--- config.mk ---
export PLATFORM = sky130hd
export DESIGN_NAME = reset_sequencer
export DESIGN_NICKNAME = d
export VERILOG_FILES = /design/src/rtl/reset_sequencer_pkg.sv /design/src/rtl/reset_sequencer_bit_sync.sv /design/src/rtl/reset_sequencer.sv
export SDC_FILE = /design/constraint.sdc
export NUM_CORES = 1
export LEC_CHECK = 0
export CORE_AREA = 2 2 69 71
export CTS_BUF_LIST = sky130_fd_sc_hd__clkbuf_16
export DETAILED_ROUTE_END_ITERATION = 10
export DIE_AREA = 0 0 71 73
export GPL_ROUTABILITY_DRIVEN = 0
export MAX_ROUTING_LAYER = met4
export PLACE_DENSITY = 0.57
export SLEW_MARGIN = 20
export SYNTH_ARGS = -nofsm -noshare
export SYNTH_HDL_FRONTEND = slang
export SYNTH_SLANG_ARGS = --single-unit
--- constraint.sdc ---
create_clock -name clock -period 4.3 [get_ports clock]
set_input_delay 0.645 -clock clock [delete_from_list [all_inputs] [get_ports clock]]
set_output_delay 0.645 -clock clock [all_outputs]
set_load 0.05 [all_outputs]
--- src/rtl/reset_sequencer_pkg.sv ---
// Shared definitions for the reset sequencer: sequencer states and the
// default synchronizer depth / reset domain count.
package reset_sequencer_pkg;

  localparam int DEFAULT_SYNC_STAGES = 2;
  localparam int DEFAULT_NUM_STAGES  = 3;

  typedef enum logic [1:0] {
    IDLE     = 2'd0,
    RELEASE  = 2'd1,
    RUN      = 2'd2,
    SHUTDOWN = 2'd3
  } seq_state_e;

endpackage

--- src/rtl/reset_sequencer_bit_sync.sv ---
// Multi-flop synchronizer for a single asynchronous level input.
// The whole chain clears asynchronously, so a synchronized level of 1
// can only appear after nreset has been released.
module bit_sync #(
  parameter int DEPTH = 2
) (
  input  logic clock,
  input  logic nreset,
  input  logic d_i,
  output logic q_o
);

  logic [DEPTH-1:0] sync_q;

  // Shift the raw input through DEPTH flops, cleared while in reset
  always_ff @(posedge clock or negedge nreset) begin
    if (!nreset) begin
      sync_q <= '0;
    end else begin
      sync_q <= {sync_q[DEPTH-2:0], d_i};
    end
  end

  assign q_o = sync_q[DEPTH-1];

endmodule

--- src/rtl/reset_sequencer.sv ---
// Ordered reset release/reassert sequencer. Once the synchronized
// startup-ready and PLL-lock levels are both high for stage_delay+1
// cycles, downstream reset domains are released one by one in ascending
// order. Losing either level reasserts them in descending order. The
// release mask is kept as a thermometer code (shift in / shift out), so
// it is always contiguous from stage 0.
module reset_sequencer
  import reset_sequencer_pkg::*;
#(
  parameter int SYNC_STAGES = DEFAULT_SYNC_STAGES,
  parameter int NUM_STAGES  = DEFAULT_NUM_STAGES
) (
  input  logic                  clock,
  input  logic                  nreset,
  input  logic                  ready_in,
  input  logic                  pll_locked,
  input  logic [15:0]           stage_delay,
  output logic [NUM_STAGES-1:0] nreset_stage,
  output logic                  running,
  output logic                  fault
);

  localparam int IDX_W = (NUM_STAGES > 1) ? $clog2(NUM_STAGES) : 1;

  logic ready_s;
  logic locked_s;
  logic enable;

  seq_state_e            state_q,   state_d;
  logic [15:0]           cnt_q,     cnt_d;
  logic [IDX_W-1:0]      idx_q,     idx_d;
  logic [NUM_STAGES-1:0] stages_q,  stages_d;
  logic                  running_q, running_d;
  logic                  fault_q,   fault_d;

  bit_sync #(.DEPTH(SYNC_STAGES)) u_ready_sync (
    .clock  (clock),
    .nreset (nreset),
    .d_i    (ready_in),
    .q_o    (ready_s)
  );

  bit_sync #(.DEPTH(SYNC_STAGES)) u_locked_sync (
    .clock  (clock),
    .nreset (nreset),
    .d_i    (pll_locked),
    .q_o    (locked_s)
  );

  assign enable = ready_s & locked_s;

  // State, counter, stage mask and flag registers; reset asserts every stage at once
  always_ff @(posedge clock or negedge nreset) begin
    if (!nreset) begin
      state_q   <= IDLE;
      cnt_q     <= '0;
      idx_q     <= '0;
      stages_q  <= '0;
      running_q <= 1'b0;
      fault_q   <= 1'b0;
    end else begin
      state_q   <= state_d;
      cnt_q     <= cnt_d;
      idx_q     <= idx_d;
      stages_q  <= stages_d;
      running_q <= running_d;
      fault_q   <= fault_d;
    end
  end

  // Next-state logic: idx always names the highest stage currently released
  always_comb begin
    state_d   = state_q;
    cnt_d     = cnt_q;
    idx_d     = idx_q;
    stages_d  = stages_q;
    running_d = running_q;
    fault_d   = fault_q;

    case (state_q)
      IDLE: begin
        stages_d  = '0;
        running_d = 1'b0;
        if (!enable) begin
          cnt_d = '0;
        end else if (cnt_q == stage_delay) begin
          stages_d = NUM_STAGES'(1);
          cnt_d    = '0;
          idx_d    = '0;
          if (NUM_STAGES == 1) begin
            state_d   = RUN;
            running_d = 1'b1;
          end else begin
            state_d = RELEASE;
          end
        end else begin
          cnt_d = cnt_q + 16'd1;
        end
      end

      RELEASE, RUN: begin
        if (!enable) begin
          if (state_q == RUN && !locked_s) begin
            fault_d = 1'b1;
          end
          running_d = 1'b0;
          cnt_d     = '0;
          stages_d  = stages_q >> 1;
          if (idx_q == '0) begin
            state_d = IDLE;
          end else begin
            idx_d   = idx_q - IDX_W'(1);
            state_d = SHUTDOWN;
          end
        end else if (state_q == RELEASE) begin
          if (cnt_q == stage_delay) begin
            stages_d = (stages_q << 1) | NUM_STAGES'(1);
            cnt_d    = '0;
            idx_d    = idx_q + IDX_W'(1);
            if (idx_q + IDX_W'(1) == IDX_W'(NUM_STAGES - 1)) begin
              state_d   = RUN;
              running_d = 1'b1;
            end
          end else begin
            cnt_d = cnt_q + 16'd1;
          end
        end
      end

      SHUTDOWN: begin
        running_d = 1'b0;
        if (cnt_q == stage_delay) begin
          stages_d = stages_q >> 1;
          cnt_d    = '0;
          if (idx_q == '0) begin
            state_d = IDLE;
          end else begin
            idx_d = idx_q - IDX_W'(1);
          end
        end else begin
          cnt_d = cnt_q + 16'd1;
        end
      end

      default: begin
        state_d = IDLE;
      end
    endcase
  end

  assign nreset_stage = stages_q;
  assign running      = running_q;
  assign fault        = fault_q;

endmodule

After elaboration in Yosys (flattened, before gate mapping)
Index checks and enable logic that the tools add are counted.

storage, ports and cells
  register bits after elaboration = 29
  input port bits = 20
  word-level logic and storage cells = 71
  output and inout bits = 5

operators by class
  multiplexer cells = 35
  equal/unequal tests = 12
  bitwise operators = 2
  reductions and logical operators = 11
  add/sub/neg operators = 3

operator list
  operator                                             number
  2-to-1 mux 16 bit                                    4
  one-hot mux 16 bit (3 select lines)                  1
  2-to-1 mux 2 bit                                     16
  adder 16 x 1 -> 16 bit, second input constant        1
  equality test 16 bit                                 1
  2-to-1 mux 3 bit                                     4
  one-hot mux 2 bit (3 select lines)                   2
  != test 3 bit, second input constant                 3
  one-hot mux 3 bit (3 select lines)                   1
  AND reduction 3 bit                                  3
  != test 2 bit, second input constant                 4
  AND reduction 7 bit                                  1
  equality test 2 bit, second input constant           3
  2-to-1 mux 1 bit                                     6
  AND reduction 5 bit                                  1
  zero test 2 bit                                      2
  OR reduction 2 bit                                   2
  adder 2 x 1 -> 2 bit, second input constant          1
  equality test 2 x 1 -> 1 bit, second input constant  1
  one-hot mux 1 bit (2 select lines)                   1
  subtractor 2 x 1 -> 2 bit, second input constant     1
  bitwise AND 1 bit                                    1
  logical AND 1 bit                                    1
  zero test 1 bit                                      1
  inverter 1 bit                                       1

Logic depth before layout (Yosys ltp)
Gate-level depths: netlist of run 1.

  depth in word-level cells = 7
  gate-level depth with buffers = 8
  mapped depth without buffers = 7

By module
A second synthesis of run 1 with hierarchy kept.

second synthesis, totals
  cells, all modules = 167
  area total of the unflattened synthesis = 1681.6 sq um

by module, submodules not included
  module           cells an instance  sequential area each (sq um)  area each (sq um)  times used
  reset_sequencer  163                625.6                         1581.5             1
  bit_sync         2                  50.0                          50.0               2

Worst setup path before layout of run 1
No wires, ideal clock.

  kind = input port to flip-flop
  start point = input port stage_delay[3]
  end point = register stages_q[1] (netlist: nreset_stage[1])
  data arrival time = 1841 ps
  cell stages on the path = 5
  library setup time = 128 ps
  path slack = 2331 ps
  cells stage by stage = xnor2_1 > nand4_1 > nor4_4 > o21ai_2 > mux2_1

between the ends
  cells in the longest elaborated chain, start to end = 3
  elaborated cells between the ends (all ways) = 4
  classes of those cells = 3 x eq/ne; 1 x reduce/logical

ends and longest elaborated chain
  what                                                             RTL line                                        text
  start: declaration                                               reset_sequencer.sv:17                           input logic [15:0] stage_delay,
  equality test 16 bit *                                           reset_sequencer.sv:116, reset_sequencer.sv:132
  != test 3 bit (no source line) or != test 2 bit (tied branches)  n/a
  AND reduction 3 bit (no source line) *                           n/a
  end signal: assignment                                           reset_sequencer.sv:65                           stages_q <= stages_d;
  end: declaration                                                 reset_sequencer.sv:32                           logic [NUM_STAGES-1:0] stages_q, stages_d;

Mark *: on every way between the ends. The rest lies on a longest branch, timed or not.
A chain may end at the register's enable or synchronous reset.

Worst setup path in the final report of run 1
  start point = register state_q[0]
  end point = register cnt_q[15]

between the ends
  cells in the longest elaborated chain, start to end = 3
  elaborated cells between the ends (all ways) = 7
  classes of those cells = 4 x eq/ne; 1 x mux; 2 x reduce/logical

ends and longest elaborated chain
  what                                                                  RTL line                                       text
  start: declaration                                                    reset_sequencer.sv:29                          seq_state_e state_q, state_d;
  start signal: assignment                                              reset_sequencer.sv:62                          state_q <= state_d;
  equality test 2 bit or equality test 2 x 1 -> 1 bit (tied branches)   reset_sequencer.sv:80, reset_sequencer.sv:115
  OR reduction 2 bit                                                    reset_sequencer.sv:80                          case (state_q)
  one-hot mux 16 bit (3 select lines) or != test 3 bit (tied branches)  n/a
  end signal: assignment                                                reset_sequencer.sv:63                          cnt_q <= cnt_d;
  end: declaration                                                      reset_sequencer.sv:30                          logic [15:0] cnt_q, cnt_d;

Several ways; a longest one is shown, not always the timed one.

==> run metrics, run 1 <==
CTS Hold Buffers Added 0; worst slew pin tran 0.7442 ns; most frequent cells in the layout 29 x dfrtp_1, 24 x clkdlybuf4s50_1, 21 x nor2_1; synthesized area 0.001708 sq mm; Reg2Reg Depth 7; CTS clock-pin slew for the worst setup and hold paths 0.05 ns; commonest non-fill, non-tap cell in the layout dfrtp_1; Syn-to-layout area delta 24.62%; Yosys Warn Count 0; number of global-route vias before repair 1,316; min-delay worst type register to register; CTS Buffer Depth 2; clock sink count 29; I/O pin cnt 25; Core Area 0.004536 sq mm; # resized after CTS 0; RSZ-0062 raised after global routing no; ratio of final minimum period to clock period 0.5718; outcome completed; Netlist cell types 38; maximum VDD drop 0.2138 mV; max-cap violations 0; Global Route Usage Sum 0.1638; Finished Cell Area 0.002128 sq mm; max incr delay on CP 0.65 ns; power density of the placed cells 341.5 mW/mm^2; CP startpoint kind register; Vias 1,322; port bufs 24; Worst EP arrival 2.61 ns; Worst path slowest cell nor3_1; DP HPWL 2.723 mm; Skew-Pair Late Insertion Delay 0.28 ns; Hold Path Depth 0; final hold violation count 0; Synth area leader dfrtp_1; synth top area cells dfrtp_1 42%, xnor2_1 8.7%, ha_1 6.6%, xor2_1 6.2%, nor2_1 4.6%; Cells after Synth 171; initial antenna violation count 0; Critical Path RT 4.45 ns; first drt pass iteration count 4; per-cell routed wire length 14.71 microns; worst-path maximum fanout 12; Reg-to-Reg End cnt_q[15]$_DFFE_PN0P_; GR Overflow Total 0; reg2reg setup slack 1.84 ns; worst r2r src state_q[0]$_DFFE_PN0P_; Final Setup Violations 0; Mapped Nets 200; post-synthesis area per instance 9.988 sq um; Via density 5.246; Hold Path Origin u_ready_sync.sync_q[0]$_DFF_PN0_; Rel. slew slack 0.5001; share of layout cells above drive strength 1 0.08586; crit path time final 2.459 ns; NumNets Final 226; Placement Cell Area 0.001989 sq mm; Num CTS Buffers 5; first-pass GRT wire length 6.258 mm; post-CTS setup buffers 0; Die ar. 0.005183 sq mm; aggregate negative setup slack 0 ns; Synth Register Bits 29; DIE WIDTH 71 microns; post-route antenna net violation count 0; DRC errors left 0; leakage power 0.9332 nW; share of the synthesized area in the top cell type 0.4249; max frequency 406.7 MHz; clock skew 0.005544 ns; DIE HEIGHT 73 microns; CP cell instances inv_1 > ha_1 > and4b_1 > nor3_1 > nand4_1 > xor2_1 > nor2_1; H-Tree Depth 2; Worst Path Class, Setup register to register; Final Max Tran Viols 0; Clk Tree Root Cell clkbuf_16; Worst Setup End Kind register; final WL 3.707 mm; row cnt 25; Min-Delay Endpoint u_ready_sync.sync_q[1]$_DFF_PN0_; initial core utilization 0.3766; largest net degree at the start of global routing 30; n_diodes 0; 1st-iter DRT viols 80; CTS tree built; post-synthesis sequential area ratio 0.4249
[cells by family (layout without fill, tap and decap cells)]
group	Yosys count	count (layout)	share of synthesized area
AO/OA/AOI/OAI	23	23	0.09671
XOR/XNOR	30	30	0.1582
adder cells (fa/ha/maj)	9	9	0.06594
buffers and inverters	13	40	0.03517
multiplexers	6	6	0.03736
flip-flops	29	29	0.4249
AND/OR/NAND/NOR	61	61	0.1817
[layout make-up]
class | instances | area (sq um)
multi-input cells | 129 | 922.1
clock inverters | 3 | 13.76
clock buffers | 5 | 125.1
fillers | 412 | 2407
flip-flops and latches | 29 | 725.7
inverters | 7 | 26.28
well taps | 54 | 67.56
repair buffers | 25 | 247.7
[worst max-delay path, delay by kind of cell (launching register included)]
| family | cells | cell delay [ns] |
|---|---|---|
| flops | 1 | 0.38 |
| buf+inv | 1 | 0.09 |
| fa+ha+maj | 1 | 0.46 |
| xor+xnor | 1 | 0.17 |
| simple gates | 4 | 1.23 |
[metrics by stage]
stage	utilization	power, mW	setup WS (ns)	hold slack (ns)	cells
2_1_floorplan	-	0.3736	2.331	0.3312	171
3_3_place_gp	0.4386	0.4018	1.700	0.3321	244
3_5_place_dp	0.4386	0.4035	1.679	0.3386	244
4_1_cts	0.4692	0.7318	1.882	0.3498	252
5_1_grt	0.4692	0.7574	1.668	0.3532	252
6_report	0.4692	0.7268	1.841	0.3494	252
[worst max-delay path by stage]
stage,endpoint,slack (ns),start
global placement,nreset_stage[1]$_DFFE_PN0P_,1.70,stage_delay[5]
CTS,cnt_q[15]$_DFFE_PN0P_,1.88,state_q[0]$_DFFE_PN0P_
floorplan,nreset_stage[1]$_DFFE_PN0P_,2.33,stage_delay[3]
global route,cnt_q[7]$_DFFE_PN0P_,1.67,state_q[0]$_DFFE_PN0P_
detailed placement,nreset_stage[1]$_DFFE_PN0P_,1.68,stage_delay[5]
finish,cnt_q[15]$_DFFE_PN0P_,1.84,state_q[0]$_DFFE_PN0P_
[Yosys cell counts]
cell type / instances
or4_1: 1
buf_6: 1
a221oi_1: 1
o21a_2: 1
xor2_1: 12
inv_1: 7
o31ai_1: 1
nand3_1: 5
dfrtp_1: 29
a32o_1: 1
a31o_2: 1
ha_1: 9
nor4_1: 1
a21bo_2: 1
mux2_2: 2
mux2i_1: 3
xnor2_2: 1
mux2_1: 1
o211ai_1: 1
nor3_1: 2
or2_2: 1
nand4_1: 11
a22oi_1: 3
a21oi_1: 4
o21ai_0: 3
o32ai_1: 2
xnor2_1: 17
o21a_1: 1
nor4_4: 1
nor2_1: 21
o21ai_2: 1
nor2b_1: 4
nand2_1: 12
buf_4: 1
and4b_1: 1
and2_1: 1
clkbuf_1: 4
a31oi_1: 2
[registers in the layout (all words and copies together), names as in the netlist]
register / count
running: 1
idx_q: 2
state_q: 2
u_locked_sync.sync_q: 2
nreset_stage: 3
cnt_q: 16
fault: 1
u_ready_sync.sync_q: 2
[where the power goes]
part / leakage (nW) / internal (mW) / switching (mW)
clock network: 0.0748 / 0.209 / 0.118
logic: 0.492 / 0.0464 / 0.0293
registers: 0.367 / 0.292 / 0.0314
[routing by layer]
metal,vias to the layer above,track usage,share of wire
li1,644,-,-
met1,643,0.2031,0.47
met2,28,0.2430,0.47
met3,7,0.05801,0.045
met4,0,0.06918,0.015
met5,-,-,0
Note: power is estimated with default switching activity, not from simulation.
==> run 2: changes to the inputs <==
clock period = 2.41 ns   (was 4.3 ns; I/O delays follow)
==> run 2 against run 1 <==
Against the previous run:
- clock-buffer cell count unchanged
- wire length increased by 1.1%
- largest power group is now registers
- clock skew is 0.0019 ns higher
- clock power up 76%
- first-iteration DRC count is 48% higher
- non-clock buffer count increased by 4
- register-to-register slack worse by 1.4 ns
- design area increased by 1.4%
- worst hold slack worse by 0.010 ns
- sequential share of layout area fell by 0.45 points
- total power is 77% higher
==> run metrics, run 2 (synthesis gave the netlist of run 1 again) <==
outcome completed; largest net degree at the start of global routing 30 (unchanged); cell internal pwr 0.9758 mW (+78%); port bufs 24 (unchanged); CTS Buffer Depth 2 (unchanged); DIE WIDTH 71 microns (unchanged); Worst EP arrival 2.13 ns (-0.48 ns); Comb power frac 0.106 (+0.002); initial antenna violation count 0 (unchanged); DP Worst Slack 0.1472 ns (-1.532 ns); number of global-route vias before repair 1,355 (+3.0%); Global Route Usage Sum 0.1695 (+0.005781); post-CTS setup buffers 0 (unchanged); Net Sw Power 0.3122 mW (+74%); Hold Path Origin u_locked_sync.sync_q[0]$_DFF_PN0_; aggregate negative setup slack 0 ns (unchanged); Core Area 0.004536 sq mm (unchanged); Via density 5.156 (-1.7%); GR Overflow Total 0 (unchanged); Die ar. 0.005183 sq mm (unchanged); final hold violation count 0 (unchanged); power density of the placed cells 597.1 mW/mm^2 (+75%); final WL 3.749 mm (+1.1%); row cnt 25 (unchanged); DRC errors left 0 (unchanged); CP startpoint kind input port; clock sink count 29 (unchanged); GRT Max-Usage Layer met2; min-delay worst type register to register; final setup margin 0.4391 ns (-1.402 ns); Critical Path Start stage_delay[5]; Final Max Tran Viols 0 (unchanged); first drt pass iteration count 4 (unchanged); max frequency 507.4 MHz; largest register by flop count cnt_q; worst slew pin tran 0.4986 ns (-0.2456 ns); Critical Path RT 2.57 ns (-1.88 ns); Worst Setup End Kind register; clock skew 0.007404 ns (+0.001860 ns); Sw Ratio 0.2424 (-0.003873); DP HPWL 2.775 mm (+1.9%); post-route antenna net violation count 0 (unchanged); CTS Hold Buffers Added 0 (unchanged); max reg flops 16 (unchanged); share of layout cells above drive strength 1 0.09901 (+0.01315); grt met1 use 0.2250 (+0.02190); commonest non-fill, non-tap cell in the layout dfrtp_1; worst r2r src state_q[0]$_DFFE_PN0P_; NumNets Final 230 (+1.8%); most frequent cells in the layout 29 x dfrtp_1, 24 x clkdlybuf4s50_1, 21 x nor2_1; RSZ-0062 raised after global routing no; Vias 1,320 (-0.15%); ratio of final minimum period to clock period 0.8178; n_diodes 0 (unchanged); Skew-Pair Late Insertion Delay 0.27 ns (about the same); Worst Path Class, Setup input port to register; CTS tree built; I/O pin cnt 25 (unchanged); CTS clock-pin slew for the worst setup and hold paths 0.05 ns (about the same); crit path time final 1.971 ns; met2 GRT Util 0.2482 (+0.005192); initial core utilization 0.3766 (unchanged); Num CTS Buffers 5 (unchanged); Rel. slew slack 0.6666 (+0.1665); first-pass GRT wire length 6.548 mm (+4.6%); H-Tree Depth 2 (unchanged); power share of the clock group 0.447 (-0.004); sequential power share 0.447 (+0.002); Clk Tree Root Cell clkbuf_16; worst-path maximum fanout 6 (-6); max-cap violations 0 (unchanged); 1st-iter DRT viols 118 (+48%); GR met3 Demand/Resource 0.03867 (-0.01934); DIE HEIGHT 73 microns (unchanged); # resized after CTS 0 (unchanged); Syn-to-layout area delta 26.30%; leakage power 0.9490 nW (+1.7%); Final Setup Violations 0 (unchanged); maximum VDD drop 0.4049 mV (+89%); per-cell routed wire length 14.64 microns (-0.45%)
-- run 2: cell count changes in the layout (fill, tap and decap cells not counted), sizes merged --
cell    change
inv         -1
buf         +4
clkinv      +1
-- run 2: path summary, 6_finish.rpt --
path	to	depth (start not counted)	slack, ns
worst max register to register	nreset_stage[1]$_DFFE_PN0P_	6	0.48
min in group asynchronous	cnt_q[8]$_DFFE_PN0P_	2	0.48
worst min register to register	u_locked_sync.sync_q[1]$_DFF_PN0_	0	0.34
worst max-delay path	nreset_stage[1]$_DFFE_PN0P_	6	0.44
max in group asynchronous	nreset_stage[0]$_DFFE_PN0P_	2	1.64
worst min-delay path	u_locked_sync.sync_q[1]$_DFF_PN0_	0	0.34
-- run 2: cell type report --
cell class / count / area [sq um]
clock inverters: 3 / 12.51
fillers: 427 / 2379
well taps: 54 / 67.56
repair buffers: 29 / 277.8
clock buffers: 5 / 125.1
multi-input cells: 129 / 922.1
inverters: 7 / 26.28
flip-flops and latches: 29 / 725.7
-- run 2: metrics by stage --
stage / util / hold slack [ns] / instance area, sq um / instances / total power [mW]
6_report: 0.4756 / 0.3390 / 2157 / 256 / 1.288
5_1_grt: 0.4756 / 0.3499 / 2157 / 256 / 1.352
4_1_cts: 0.4756 / 0.3429 / 2157 / 256 / 1.306
3_5_place_dp: 0.4452 / 0.3364 / 2019 / 248 / 0.7205
3_3_place_gp: 0.4452 / 0.3322 / 2019 / 248 / 0.7170
2_1_floorplan: - / 0.06591 / 1708 / 171 / 0.6665
-- run 2: worst max-delay path: stages --
cell	delay (ns)
clkdlybuf4s50_1	0.51
xnor2_2	0.13
nand4_1	0.16
nor4_4	0.46
o21ai_2	0.18
mux2_1	0.33
-- run 2: layer usage --
| metal | routed length, microns | vias up |
|---|---|---|
| met3 | 116 | 5 |
| li1 | - | 654 |
| met5 | 0 | - |
| met4 | 61 | 0 |
| met1 | 1788 | 643 |
| met2 | 1782 | 18 |
-- run 2: power groups by stage --
stage / Combinational (mW) / Sequential, mW / Clock [mW]
floorplan: 0.105 / 0.561 / 0
global placement: 0.135 / 0.582 / 0
detailed placement: 0.137 / 0.584 / 0
CTS: 0.139 / 0.576 / 0.591
global route: 0.152 / 0.581 / 0.619
finish: 0.136 / 0.576 / 0.575
==> run 3: changes to the inputs <==
PLACE_DENSITY = 0.59   (was 0.57)
clock period = 1.7 ns   (was 2.41 ns; I/O delays follow)
==> run 3 against run 2 <==
Against the previous run:
- the run now ends with setup timing left
- core utilization up 7.8 points
- clock power up 42%
- register-to-register slack worse by 0.56 ns
- wire length up 13%
- non-clock buffer count up 35
- via count up 12%
- setup slack worse by 0.52 ns
- design area up 16%
- sequential cell count unchanged
- clock-buffer cell count unchanged
- global-route usage up 1.2 points
==> run metrics, run 3 (synthesis gave the netlist of run 1 again) <==
GR met3 Demand/Resource 0.04696 (+0.008287); failing checks setup timing; clock sink count 29 (unchanged); 1st-iter DRT viols 82 (-31%); Finished Layout Cells 291 (+14%); Final Max Tran Viols 0 (unchanged); DRC errors left 0 (unchanged); Die ar. 0.005183 sq mm (unchanged); post-route antenna net violation count 0 (unchanged); largest register by flop count cnt_q; aggregate negative setup slack -0.3111 ns (-0.3111 ns); Rel. slew slack 0.7410 (+0.07448); grt met1 use 0.2132 (-0.01179); first drt pass iteration count 4 (unchanged); final WL 4.230 mm (+13%); final setup margin -0.08443 ns (-0.5236 ns); maximum VDD drop 0.5525 mV (+36%); initial core utilization 0.3766 (unchanged); Inst Count DP 273 (+10%); Global Route Usage Sum 0.1817 (+0.01218); DIE HEIGHT 73 microns (unchanged); DP HPWL 3.056 mm (+10%); largest net degree at the start of global routing 30 (unchanged); share of layout cells above drive strength 1 0.3207 (+0.2217); Clk Tree Root Cell clkbuf_16; row cnt 25 (unchanged); ratio of final minimum period to clock period 1.050; Final Power 1.919 mW (+49%); CTS Buffer Depth 2 (unchanged); area occupied by multi-input gates 0.001020 sq mm (+11%); H-Tree Depth 2 (unchanged); met2 GRT Util 0.3043 (+0.05607); max-cap violations 0 (unchanged); Skew-Pair Late Insertion Delay 0.27 ns (about the same); Worst EP arrival 1.94 ns (-0.19 ns); commonest non-fill, non-tap cell in the layout buf_4; Num CTS Buffers 5 (unchanged); max frequency 560.4 MHz; min-delay worst type register to register; CP startpoint kind input port; outcome complete, but fails checks; initial antenna violation count 0 (unchanged); utilization after layout 0.5531 (+0.07752); per-cell routed wire length 14.54 microns (-0.74%); crit path time final 1.784 ns; FF+latch area 725.7 sq um (unchanged); Syn-to-layout area delta 46.89%; most frequent cells in the layout 44 x buf_4, 29 x dfrtp_1, 20 x nor2_1; NumNets Final 265 (+15%); Via density 5.076 (-1.6%); CTS clock-pin slew for the worst setup and hold paths 0.05 ns (about the same); Core Area 0.004536 sq mm (unchanged); Finished Cell Area 0.002509 sq mm (+16%); Critical Path RT 1.85 ns (-0.72 ns); Worst Setup End Kind register; first-pass GRT wire length 7.038 mm (+7.5%); worst slew pin tran 0.3884 ns (-0.1102 ns); clock skew 0.005574 ns (-0.001829 ns); DIE WIDTH 71 microns (unchanged); Vias 1,477 (+12%); worst-path maximum fanout 5 (-1); port bufs 24 (unchanged); Final Setup Violations 7 (+7); n_diodes 0 (unchanged); CTS tree built; RSZ-0062 raised after global routing yes; FILL cells 382 (-11%); GRT Max-Usage Layer met2; number of global-route vias before repair 1,546 (+14%); max reg flops 16 (unchanged); Worst Path Class, Setup input port to register; leakage power 1.186 nW (+25%); Placement Cell Area 0.002246 sq mm (+11%); power density of the placed cells 765.0 mW/mm^2 (+28%); GR Overflow Total 0 (unchanged); I/O pin cnt 25 (unchanged); final hold violation count 0 (unchanged)
-- run 3: cell types whose count changed in the layout (fill, tap and decap cells not counted), sizes merged --
cell / previous run / this run
buf: 5 / 45
clkdlybuf4s50: 24 / 10
dlygate4sd2: 0 / 6
dlymetal6s2s: 0 / 3
-- run 3: through the flow --
step / worst slack [ns] / hold slack [ns]
after detailed placement: -0.4218 / 0.3372
after CTS: -0.08646 / 0.3482
final: -0.08443 / 0.3504
after floorplan: -0.003666 / -0.04059
after global placement: -0.3697 / 0.3362
after global routing: -0.1665 / 0.3518
-- run 3: critical path, cell delays in order --
cell and delay [ns]:
clkdlybuf4s50_1 0.47, xnor2_1 0.12, nand4_1 0.18, nor4_4 0.32, buf_4 0.20, o21ai_4 0.09
mux2_4 0.30
-- run 3: repair_timing --
item	CTS	global route
hold endpoints to repair	0	0
pin swaps	9	14
hold buffers	0	0
setup buffers	5	5
resized for setup	9	11
endpoints found under the setup margin	15	23
-- run 3: worst paths after layout --
check                                                 start                          endpoint  slack (ns)  cells after the start
max in group asynchronous                            nreset  u_ready_sync.sync_q[1]$_DFF_PN0_        1.04                      2
hold reg to reg            u_ready_sync.sync_q[0]$_DFF_PN0_  u_ready_sync.sync_q[1]$_DFF_PN0_        0.35                      0
min in group asynchronous                            nreset             cnt_q[14]$_DFFE_PN0P_        0.37                      2
setup reg to reg                       cnt_q[5]$_DFFE_PN0P_              cnt_q[0]$_DFFE_PN0P_       -0.08                      8
setup / recovery                            stage_delay[13]       nreset_stage[1]$_DFFE_PN0P_       -0.08                      7
hold / removal             u_ready_sync.sync_q[0]$_DFF_PN0_  u_ready_sync.sync_q[1]$_DFF_PN0_        0.35                      0
-- run 3: metal layers --
metal | vias to the layer above | wire (microns)
li1 | 721 | -
met1 | 729 | 1840
met2 | 23 | 2197
met3 | 4 | 157
met4 | 0 | 35
met5 | - | 0
-- run 3: cell type report --
type,instances,area share
flip-flops and latches,29,0.2893
well taps,54,0.02693
inverters,7,0.01047
clock inverters,3,0.004988
multi-input cells,129,0.4065
repair buffers,64,0.2120
clock buffers,5,0.04988
-- run 3: power by group --
group          total, mW  internal, mW  leakage [nW]  switching, mW
combinational      0.323         0.189         0.750          0.134
clock              0.814         0.527        0.0687          0.287
sequential         0.782         0.740         0.367         0.0423
total               1.92          1.46          1.19          0.464
